File: config.mk
export PLATFORM = sky130hd
export DESIGN_NAME = sync_chain_filt
export DESIGN_NICKNAME = d
export VERILOG_FILES = /design/src/rtl/sync_chain_filt_pkg.sv /design/src/rtl/sync_chain_filt_sync_stage.sv /design/src/rtl/sync_chain_filt.sv
export SDC_FILE = /design/constraint.sdc
export NUM_CORES = 1
export LEC_CHECK = 0
export BUFFER_PORTS_ARGS = -buffer_cell sky130_fd_sc_hd__buf_2
export CAP_MARGIN = 20
export CORE_ASPECT_RATIO = 0.6
export CORE_MARGIN = 2
export CORE_UTILIZATION = 48
export DETAILED_ROUTE_END_ITERATION = 8
export HOLD_SLACK_MARGIN = 0.1
export PLACE_DENSITY = 0.73
export SYNTH_ARGS = -nofsm -noshare
export SYNTH_HDL_FRONTEND = slang
export SYNTH_SLANG_ARGS = --single-unit
File: constraint.sdc
create_clock -name CLK -period 2.15 [get_ports CLK]
set_clock_uncertainty 0.1 [all_clocks]
set_input_delay 0.215 -clock CLK [delete_from_list [all_inputs] [get_ports CLK]]
set_output_delay 0.215 -clock CLK [all_outputs]
set_load 0.005 [all_outputs]
File: src/rtl/sync_chain_filt_pkg.sv
// sync_chain_filt_pkg: shared limits and filter state encoding for sync_chain_filt
package sync_chain_filt_pkg;
  localparam int STAGES_MIN = 2;
  localparam int STAGES_MAX = 4;
  localparam int STABLE_MAX = 255;
  localparam int CNT_W = 8;
  typedef enum logic {IDLE, QUAL} state_t;
endpackage

File: src/rtl/sync_chain_filt_sync_stage.sv
// sync_stage: single-bit multi-flop synchroniser chain with synchronous clear
module sync_stage #(
  parameter int STAGES = 2
) (
  input  logic CLK,
  input  logic RST,
  input  logic D,
  output logic Q
);
  logic [STAGES-1:0] ff;
  always_ff @(posedge CLK)
    ff <= RST ? '0 : {ff[STAGES-2:0], D};
  assign Q = ff[STAGES-1];
endmodule

File: src/rtl/sync_chain_filt.sv
// sync_chain_filt: per-bit synchronisers plus stability filter; edge pulses when SYNC_CHAIN_FILT_EDGE_EN is defined
module sync_chain_filt
  import sync_chain_filt_pkg::*;
#(
  parameter int WIDTH  = 4,
  parameter int STAGES = 2,
  parameter int STABLE = 3
) (
  input  logic             CLK,
  input  logic             RST,
  input  logic [WIDTH-1:0] IDATA,
  output logic [WIDTH-1:0] ODATA,
  output logic             OCHG,
  output logic             OBUSY,
  output logic [WIDTH-1:0] ORISE,
  output logic [WIDTH-1:0] OFALL
);
  state_t state, state_nxt;
  logic [WIDTH-1:0] s, cand, cand_nxt;
  logic [CNT_W-1:0] cnt, cnt_nxt, cnt_d;
  logic match, same, upd, done;
  if (STAGES < STAGES_MIN || STAGES > STAGES_MAX) begin : g_bad_stages
    $error("sync_chain_filt: STAGES %0d out of range", STAGES);
  end
  if (STABLE < 1 || STABLE > STABLE_MAX) begin : g_bad_stable
    $error("sync_chain_filt: STABLE %0d out of range", STABLE);
  end
  for (genvar i = 0; i < WIDTH; i++) begin : g_sync
    sync_stage #(.STAGES(STAGES)) u_sync (.CLK(CLK), .RST(RST), .D(IDATA[i]), .Q(s[i]));
  end
  // whole vector is one candidate, so accepted updates never mix bits
  always_comb begin
    match     = state == QUAL && s == cand;
    cnt_nxt   = match ? cnt + 1'b1 : CNT_W'(1);
    same      = s == ODATA;
    upd       = !same && cnt_nxt == CNT_W'(STABLE);
    done      = same || upd;
    state_nxt = done ? IDLE : QUAL;
    cand_nxt  = done ? cand : s;
    cnt_d     = done ? '0 : cnt_nxt;
  end
  always_ff @(posedge CLK) begin
    if (RST) begin
      state <= IDLE;
      cand  <= '0;
      cnt   <= '0;
      ODATA <= '0;
      OCHG  <= 1'b0;
    end else begin
      state <= state_nxt;
      cand  <= cand_nxt;
      cnt   <= cnt_d;
      ODATA <= upd ? s : ODATA;
      OCHG  <= upd;
    end
  end
  assign OBUSY = state == QUAL;
`ifdef SYNC_CHAIN_FILT_EDGE_EN
  always_ff @(posedge CLK) begin
    ORISE <= RST || !upd ? '0 : s & ~ODATA;
    OFALL <= RST || !upd ? '0 : ~s & ODATA;
  end
`else
  assign ORISE = '0;
  assign OFALL = '0;
`endif
endmodule

==> results of run 1 <==
## synthesized netlist by cell type (all sizes together)
cell type / count / share of area (%)
a2111oi: 1 / 0.74
a21oi: 1 / 0.42
a222oi: 1 / 0.84
a32oi: 4 / 3.0
and3: 1 / 0.53
buf: 9 / 5.5
clkbuf: 5 / 1.6
conb: 1 / 0.32
dfxtp: 26 / 44
ha: 1 / 1.1
inv: 7 / 2.2
mux2i: 4 / 3.4
nand2: 18 / 5.7
nand3: 3 / 1.3
nor2: 10 / 3.2
nor2b: 8 / 4.2
nor3: 3 / 1.7
nor4: 7 / 4.2
o2111ai: 1 / 0.74
o21a: 1 / 0.63
o21ai: 2 / 0.84
o22ai: 1 / 0.53
o311ai: 4 / 3.0
or3: 1 / 0.53
or4b: 2 / 2.0
xnor2: 3 / 2.2
xor2: 8 / 5.9
## registers in the layout (all words and copies together) (netlist names)
register / cells
ODATA: 4
g_sync.u_sync.ff: 8
OBUSY: 1
OCHG: 1
cnt: 8
cand: 4
## path summary, 6_finish.rpt
check | start | to | cells past startpoint
max | g_sync[0].u_sync.ff[1] | cnt[4] | 5
min | RST | g_sync[1].u_sync.ff[0] | 3
max reg2reg | g_sync[0].u_sync.ff[1] | cnt[4] | 5
min reg2reg | g_sync[2].u_sync.ff[0] | g_sync[2].u_sync.ff[1] | 1
## worst max-delay path, cell delays in order (launching register included)
cell and delay [ns]:
sky130_fd_sc_hd__dfxtp_2 0.36, sky130_fd_sc_hd__inv_1 0.06, sky130_fd_sc_hd__a222oi_1 0.31, sky130_fd_sc_hd__or4b_4 0.54
sky130_fd_sc_hd__or4b_4 0.53, sky130_fd_sc_hd__nor2_2 0.11
## report_power, final
group	internal (mW)	total (mW)	switching (mW)	leakage, nW
combinational	0.0409	0.0966	0.0557	0.299
sequential	0.496	0.508	0.0118	0.213
clock	0.249	0.400	0.151	0.0357
## metrics by stage
stage	worst slack [ns]	utilization [%]	cells	area [um^2]	total power [mW]
floorplan	0.152	-	140	1210	0.584
global placement	0.162	56.4	173	1270	0.601
detailed placement	0.0648	56.4	173	1270	0.605
CTS	0.0294	61.4	181	1380	1.01
global route	-0.00500	62.1	181	1390	1.05
finish	0.0940	62.1	181	1390	1.01
## per-layer routing
layer,GRT usage [%],vias to the layer above,wire length [um]
met5,0,-,0
met4,2.40,0,9
met3,6.45,2,125
met2,27.4,26,1050
met1,25.5,441,1180
li1,-,483,-
## what timing repair did
action | 4_1_cts | 5_1_grt
setup buffers | 0 | 0
setup endpoints to repair | 0 | 15
hold buffers | 4 | 0
resized for setup | 0 | 7
hold endpoints to repair | 4 | 0
## kinds of logic after synthesis
group,Yosys count,share of synthesized area [%]
adder cells (fa/ha/maj),1,1.05
XOR/XNOR,11,8.12
multiplexers,4,3.38
other,1,0.316
buffers and inverters,21,9.28
AO/OA/AOI/OAI,16,10.7
flip-flops,26,43.9
AND/OR/NAND/NOR,53,23.3
## cells in the final DEF (no fill, tap or decap), types with 4 or more instances in the layout
cell,instances
sky130_fd_sc_hd__a32oi_1,4
sky130_fd_sc_hd__nand2_1,18
sky130_fd_sc_hd__buf_4,6
sky130_fd_sc_hd__conb_1,8
sky130_fd_sc_hd__mux2i_1,4
sky130_fd_sc_hd__nor2b_1,8
sky130_fd_sc_hd__o311ai_1,4
sky130_fd_sc_hd__inv_1,6
sky130_fd_sc_hd__nor4_1,6
sky130_fd_sc_hd__xor2_1,8
sky130_fd_sc_hd__nor2_1,9
sky130_fd_sc_hd__dfxtp_1,23
sky130_fd_sc_hd__buf_2,11
sky130_fd_sc_hd__dlygate4sd3_1,4
## cell type report
cell class	instances	area (um^2)	share of cell area (%)
clock buffers	3	41.3	2.96
repair buffers	21	140	10.1
clock inverters	1	30.0	2.15
multi-input cells	93	594	42.6
flip-flops and latches	26	524	37.6
inverters	7	26.3	1.89
well taps	30	37.5	2.69
==> impl_summary.txt, run 1 <==
----------------------------------------------------
[Routing]
  Final routed wirelength across all metal layers ... 2360 um
  DRC violation count after routing ... 0
  First-pass iteration count of the detailed router ... 4
  Count of antenna-violating nets left after detailed routing ... 0
  Average via count per standard cell ... 5.26
  Total vias in the final route ... 952
  Per-cell routed wire length ... 13.1 um
  Number of DRC markers in iteration 0 ... 45

[Global route]
  Largest net degree at the start of global routing ... 18
  Global-route wire length before repair ... 3900 um
  Number of antenna violations at the first check in global routing ... 0
  Global routing usage summed across all routing layers ... 18.2%
  Number of global-route vias before repair ... 847
  Global route total overflow ... 0

[Critical path]
  Crit Path Max Fanout ... 4
  Worst-case register-to-register setup slack ... 0.09 ns
  Worst EP required ... about 2.3 ns
  Critical path start-end classification ... reg -> reg
  Startpoint type of the worst setup path ... register
  Capturing element type of the critical path ... register
  Data arrival at the endpoint of the critical path ... 2.18 ns

[Floorplanning]
  Initial cell density of the core ... 52.8%
  Die Footprint ... 0.00290 mm^2
  Total core area ... ~0.0022 mm^2
  Core Rows ... 13
  Die Y-Extent ... about 43 um
  Number of top-level pins ... 20
  Floorplan die width ... 68.2 um

[Clocking]
  CTS clk-pin slew, worst paths ... 0.09 ns
  Clk Latency, worst-skew pair ... 0.27 ns
  CTS tree ... done
  Clock Sink Count ... 26
  Cell chosen for the clock root ... sky130_fd_sc_hd__clkbuf_8
  Max clock buf depth ... 2
  Deepest level of the CTS H-tree ... 1
  TritonCTS Buffers ... 3

[Timing]
  Highest clock rate ... between 0.4 and 0.5 GHz
  Post-route worst hold slack ... 0.231 ns
  Final setup viols ... 0
  Total count of hold-check failures in the final report ... 0
  TNS Setup ... 0 ns
  Min cycle time layout ... 2.06 ns
  Post-route clock period utilization ... approximately 96%
  Number of max-slew violations in the final report ... 0

[Final layout]
  Total inserted antenna cells ... 0
  Total of fill cells in the finished design ... 199
  Share of layout cells above drive strength 1 ... 20.5%
  Syn-to-layout area delta ... 17.5%
  Final Net Count ... 159

[Pwr]
  Power density over the cells ... about 700 mW/mm^2
  Max VDD drop ... 420 uV
  Leakage ... 0.547 nW

[Yosys]
  Syn Std Cell Area ... 0.00119 mm^2
  Number of warning messages in the yosys log ... 0
  Synth cell types ... 32
  #FFs+latches synth ... 26
  Portion of the post-synthesis area used by sequential elements ... between 40% and 50%
  Number of standard cells after synthesis ... 133
  Mean Syn Cell Area ... 8.92 um^2

[Place]
  Gp weighted congestion ... 0.810
  Count of input and output buffers ... 11
  Placed wire-length estimate ... 1700 um

[Worst hold path]
  Tightest Hold Check Type ... in -> reg

[Flow run]
  Max cap viols ... 0

[Outcome]
  Status ... finished clean

----------------------------------------------------
No activity file was read; power rests on OpenSTA's default activity.
==> run 2, diff against run 1 <==
Settings changed: CORE_UTILIZATION 48 to 45, PLACE_DENSITY 0.73 to 0.75.
==> impl_summary.txt, run 2 (same netlist as run 1, synthesis figures left out) <==
----------------------------------------------------
[Routing]
  Number of DRC markers in iteration 0 ... 49 (+8.9%)
  Total vias in the final route ... 1002 (+5.3%)
  First-pass iteration count of the detailed router ... 4 (unchanged)
  Final routed wirelength across all metal layers ... 2540 um (+7.5%)
  Average via count per standard cell ... 5.45 (+3.5%)
  DRC violation count after routing ... 0 (unchanged)
  Count of antenna-violating nets left after detailed routing ... 0 (unchanged)
  Per-cell routed wire length ... 13.8 um (+5.8%)

[Pwr]
  Switching Fraction ... 21.8% (+0.059 points)
  Part of the total power dissipated in sequential elements ... 50.4% (-0.2 points)
  Power density over the cells ... 715 mW/mm^2 (-0.81%)
  Net Sw Power ... 0.220 mW (+0.53%)
  Combinational group share of total power ... 9.8% (+0.2 points)
  Leakage ... 0.552 nW (+0.86%)
  Max VDD drop ... 394 uV (-6.4%)
  Cell internal pwr ... 0.788 mW (+0.18%)
  Part of the power in the clock network ... 39.8% (about the same)

[Critical path]
  Capturing element type of the critical path ... register
  Critical path start-end classification ... reg -> reg
  Data arrival at the endpoint of the critical path ... 2.15 ns (-0.03 ns)
  CP dominant cell by count ... sky130_fd_sc_hd__or4b_4
  Worst EP required ... 2.26 ns (about the same)
  Startpoint type of the worst setup path ... register
  Crit Path Max Fanout ... 4 (unchanged)
  Highest cell delay on the worst timing path ... 0.52 ns (-0.02 ns)
  Sequence of cells on the critical path ... inv_2, a222oi_1, or4b_4, or4b_4, nor2_1
  Cell with the largest stage delay on the worst path ... sky130_fd_sc_hd__or4b_4

[Global route]
  Number of global-route vias before repair ... 934 (+10%)
  Global route total overflow ... 0 (unchanged)
  Number of antenna violations at the first check in global routing ... 0 (unchanged)
  Global routing usage summed across all routing layers ... 16.8% (-1.4 points)
  Largest net degree at the start of global routing ... 18 (unchanged)
  Global-route wire length before repair ... 4080 um (+4.6%)

[Final layout]
  Most used cells in the layout excluding fill and tap cells ... sky130_fd_sc_hd__dfxtp_1 (26), sky130_fd_sc_hd__nand2_1 (18), sky130_fd_sc_hd__buf_2 (11)
  Total inserted antenna cells ... 0 (unchanged)
  Syn-to-layout area delta ... 18.8%
  Commonest non-fill, non-tap cell in the layout ... sky130_fd_sc_hd__dfxtp_1
  Number of cells in the finished layout apart from fillers ... 184 (+1.7%)
  Post-route cell area ... 0.00141 mm^2 (+1.1%)
  Biggest regs ... cnt: 8 flops, g_sync.u_sync.ff: 8 flops
  Share of layout cells above drive strength 1 ... 19.7% (-0.79 points)
  Final Net Count ... 160 (+0.63%)

[Floorplanning]
  Number of top-level pins ... 20 (unchanged)
  Die Y-Extent ... 43.8 um (+3.0%)
  Core Rows ... 14 (+1)
  Initial cell density of the core ... 47.4% (-5.5 points)
  Total core area ... 0.00250 mm^2 (+12%)
  Die Footprint ... 0.00308 mm^2 (+6.2%)
  Floorplan die width ... 70.3 um (+3.1%)

[Outcome]
  Status ... finished clean

[Timing]
  Min cycle time layout ... 2.04 ns (-0.0170 ns)
  Total count of hold-check failures in the final report ... 0 (unchanged)
  Post-route worst hold slack ... 0.226 ns (-0.00411 ns)
  Worst path setup slack after routing ... 0.111 ns (+0.0170 ns)
  Final setup viols ... 0 (unchanged)
  Number of max-slew violations in the final report ... 0 (unchanged)
  Post-route clock period utilization ... 94.8% (-0.79 points)
  Highest clock rate ... 0.490 GHz (+0.83%)

[Clocking]
  Deepest level of the CTS H-tree ... 1 (unchanged)
  Post-CTS Setup Inserts ... 0 (unchanged)
  TritonCTS Buffers ... 3 (unchanged)
  Clk Latency, worst-skew pair ... 0.27 ns (about the same)
  CTS tree ... done
  Cell chosen for the clock root ... sky130_fd_sc_hd__clkbuf_8
  CTS clk-pin slew, worst paths ... 0.09 ns (about the same)
  Max clock buf depth ... 2 (unchanged)
  Clock Sink Count ... 26 (unchanged)

[Place]
  Count of input and output buffers ... 11 (unchanged)
  Placed wire-length estimate ... 1750 um (+3.2%)
  Cell total after placement ... 176 (+1.7%)
  Setup slack at placement ... 0.0765 ns (+0.0116 ns)
  Placed inst area ... 0.00128 mm^2 (+0.79%)
  Gp weighted congestion ... 0.868 (+7.2%)

[Flow run]
  Max cap viols ... 0 (unchanged)

[Worst hold path]
  Tightest Hold Check Type ... in -> reg

----------------------------------------------------
-- run 2: final timing paths --
check	depth (start not counted)	slack (ns)	start	end
setup / recovery	5	0.11	g_sync[3].u_sync.ff[1]	cnt[3]
hold / removal	3	0.23	RST	g_sync[2].u_sync.ff[1]
setup reg to reg	5	0.11	g_sync[3].u_sync.ff[1]	cnt[3]
hold reg to reg	1	0.34	g_sync[1].u_sync.ff[0]	g_sync[1].u_sync.ff[1]
-- run 2: stage by stage --
step	util, %	power [mW]	TNS [ns]
final	56.2	1.01	0
after global routing	56.2	1.05	-0.0135
after CTS	55.4	1.01	0
after detailed placement	50.9	0.607	0
after global placement	50.9	0.603	0
after floorplan	-	0.584	0
-- run 2: per-layer routing --
metal	global-route usage [%]	routed length, um	up-vias
met1	21.7	1100	479
met5	0	0	-
met4	1.54	31	0
li1	-	-	483
met2	28.7	1250	35
met3	6.05	160	5
-- run 2: layout make-up --
cell class,count,area [um^2]
clock inverter,1,30.0
clock buffer,3,41.3
inverter,7,26.3
fill,222,1100
sequential,26,520
tap,32,40.0
multi-input combinational,93,603
timing repair buffer,22,148
-- run 2: power groups by stage --
stage	clock (mW)	combinational (mW)	sequential, mW
finish	0.401	0.0988	0.508
global route	0.431	0.110	0.510
CTS	0.409	0.0938	0.508
detailed placement	0	0.0877	0.519
global placement	0	0.0858	0.517
floorplan	0	0.0691	0.515
-- run 2: critical path, delay by kind of cell (launching register included) --
kind            cells  cell delay, ns
compound gates      1            0.28
buf+inv             1            0.05
flops               1            0.40
simple gates        3            1.14
-- run 2: repair_timing --
action | CTS | global route
hold endpoints to repair | 4 | 0
hold buffers | 4 | 0
gates resized for setup | 0 | 6
endpoints found under the setup margin | 0 | 13
==> run 3, diff against run 2 <==
Settings changed: CORE_ASPECT_RATIO 0.6 to unset.
==> impl_summary.txt, run 3 (same netlist as run 1, synthesis figures left out) <==
----------------------------------------------------
[Routing]
  Average via count per standard cell ... 5.32 (-2.3%)
  DRC violation count after routing ... 0 (unchanged)
  First-pass iteration count of the detailed router ... 4 (unchanged)
  Final routed wirelength across all metal layers ... 2050 um (-19%)
  Total vias in the final route ... 947 (-5.5%)
  Count of antenna-violating nets left after detailed routing ... 0 (unchanged)
  Per-cell routed wire length ... 11.5 um (-16%)
  Number of DRC markers in iteration 0 ... 24 (-51%)

[Floorplanning]
  Floorplan die width ... 55.3 um (-21%)
  Core Rows ... 18 (+4)
  Die Y-Extent ... 55.3 um (+26%)
  Die Footprint ... 0.00306 mm^2 (-0.44%)
  Total core area ... 0.00248 mm^2 (-1.1%)
  Number of top-level pins ... 20 (unchanged)
  Initial cell density of the core ... 47.9% (+0.53 points)

[Timing]
  Min cycle time layout ... 2.00 ns (-0.0434 ns)
  Final setup viols ... 0 (unchanged)
  Highest clock rate ... 0.501 GHz (+2.2%)
  TNS Setup ... 0 ns (unchanged)
  Post-route clock period utilization ... 92.8% (-2.0 points)
  Unrepaired setup endpoints after global routing ... no
  Total count of hold-check failures in the final report ... 0 (unchanged)
  Number of max-slew violations in the final report ... 0 (unchanged)

[Pwr]
  Part of the total power dissipated in sequential elements ... 64.4% (+14 points)
  Max VDD drop ... 485 uV (+23%)
  Cell internal pwr ... 0.599 mW (-24%)
  Part of the power in the clock network ... 24.4% (-15 points)
  Leakage ... 0.515 nW (-6.8%)
  Power density over the cells ... 597 mW/mm^2 (-17%)
  Switching Fraction ... 24.0% (+2.2 points)
  Combinational group share of total power ... 11.2% (+1.4 points)
  Net Sw Power ... 0.189 mW (-14%)

[Critical path]
  Worst-case register-to-register setup slack ... 0.15 ns (+0.04 ns)
  Critical path start-end classification ... reg -> reg
  Worst EP required ... 2.30 ns (+0.04 ns)
  Data arrival at the endpoint of the critical path ... 2.15 ns (about the same)
  Crit Path Max Fanout ... 3 (-1)
  Startpoint type of the worst setup path ... register
  Capturing element type of the critical path ... register

[Final layout]
  Syn-to-layout area delta ... 11.3%
  Commonest non-fill, non-tap cell in the layout ... sky130_fd_sc_hd__dfxtp_1
  Share of layout cells above drive strength 1 ... 16.9% (-2.8 points)
  Total of fill cells in the finished design ... 231 (+4.1%)
  Biggest regs ... cnt: 8 flops, g_sync.u_sync.ff: 8 flops
  Post-route cell area ... 0.00132 mm^2 (-6.3%)
  Final Net Count ... 157 (-1.9%)
  Most used cells in the layout excluding fill and tap cells ... sky130_fd_sc_hd__dfxtp_1 (24), sky130_fd_sc_hd__nand2_1 (18), sky130_fd_sc_hd__buf_2 (11)
  Total inserted antenna cells ... 0 (unchanged)

[Clocking]
  CTS tree ... done
  Clk Latency, worst-skew pair ... 0.30 ns (+0.03 ns)
  Cell chosen for the clock root ... sky130_fd_sc_hd__clkbuf_4
  TritonCTS Buffers ... 3 (unchanged)
  CTS clk-pin slew, worst paths ... 0.12 ns (+0.03 ns)
  Deepest level of the CTS H-tree ... 1 (unchanged)
  Clock Sink Count ... 26 (unchanged)
  Max clock buf depth ... 2 (unchanged)
  Post-CTS Setup Inserts ... 0 (unchanged)

[Global route]
  Largest net degree at the start of global routing ... 18 (unchanged)
  Grt peak-use layer ... met2
  Global route total overflow ... 0 (unchanged)
  Number of global-route vias before repair ... 851 (-8.9%)
  Global-route track usage on met3 ... 2.81% (-3.2 points)
  Met2 demand-to-capacity share in global routing ... 25.5% (-3.2 points)
  Global routing usage summed across all routing layers ... 13.7% (-3.2 points)
  Number of antenna violations at the first check in global routing ... 0 (unchanged)
  Global-route wire length before repair ... 3460 um (-15%)
  Met1 track demand over resource ... 15.8% (-5.9 points)

[Place]
  Placed inst area ... 0.00125 mm^2 (-2.0%)
  Placed wire-length estimate ... 1500 um (-15%)
  Count of input and output buffers ... 11 (unchanged)
  Gp weighted congestion ... 0.810 (-6.7%)

[Outcome]
  Status ... finished clean

[Flow run]
  Max cap viols ... 0 (unchanged)

[Worst hold path]
  Tightest Hold Check Type ... in -> reg

----------------------------------------------------
==> run 3: changes by cell type in the layout (fill, tap and decap cells not counted), sizes merged <==
cell    change
bufinv      -1
buf         -3
==> run 3: path summary, 6_finish.rpt <==
check,from,endpoint,cells after the start
hold / removal,RST,g_sync[1].u_sync.ff[1],2
hold reg to reg,g_sync[3].u_sync.ff[0],g_sync[3].u_sync.ff[1],1
setup reg to reg,g_sync[3].u_sync.ff[1],cnt[4],5
setup / recovery,g_sync[3].u_sync.ff[1],cnt[4],5
==> run 3: per-stage QoR <==
| stage | setup slack, ns | std cells | power [mW] | hold slack, ns | util, % |
|---|---|---|---|---|---|
| after floorplan | 0.152 | 140 | 0.584 | 0.187 | - |
| after CTS | 0.0909 | 178 | 0.793 | 0.156 | 53.0 |
| final | 0.154 | 178 | 0.788 | 0.159 | 53.3 |
| after detailed placement | 0.119 | 171 | 0.599 | 0.322 | 50.5 |
| after global routing | 0.0189 | 178 | 0.827 | 0.167 | 53.3 |
| after global placement | 0.183 | 171 | 0.596 | 0.327 | 50.5 |
==> run 3: area by class of cell <==
| type | instances | area [um^2] | area share, % |
|---|---|---|---|
| multi-input combinational | 93 | 586 | 44.4 |
| timing repair buffer | 19 | 125 | 9.48 |
| tap | 30 | 37.5 | 2.84 |
| inverter | 7 | 26.3 | 1.99 |
| sequential | 26 | 523 | 39.6 |
| clock buffer | 3 | 22.5 | 1.71 |
==> run 3: worst max-delay path: stages (launching register included) <==
cell	delay, ns
sky130_fd_sc_hd__dfxtp_2	0.37
sky130_fd_sc_hd__inv_2	0.04
sky130_fd_sc_hd__a222oi_1	0.30
sky130_fd_sc_hd__or4b_4	0.52
sky130_fd_sc_hd__or4b_4	0.50
sky130_fd_sc_hd__nor2_1	0.11
==> run 3: per-layer routing <==
| metal | wire [um] | up-vias |
|---|---|---|
| met5 | 0 | - |
| met4 | 10 | 0 |
| met3 | 87 | 2 |
| met2 | 1080 | 31 |
| met1 | 881 | 436 |
| li1 | - | 478 |
==> run 3: power by group through the flow <==
stage	registers, mW	logic [mW]	clock network (mW)
after floorplan	0.515	0.0691	0
after global placement	0.517	0.0783	0
after detailed placement	0.518	0.0808	0
after CTS	0.508	0.0863	0.199
after global routing	0.510	0.0992	0.218
final	0.508	0.0883	0.192
==> run 3: timing repair <==
action / in CTS / in global routing
endpoints found under the setup margin: 0 / 12
resized for setup: 0 / 4
hold buffers: 4 / 0
endpoints found under the hold margin: 4 / 0
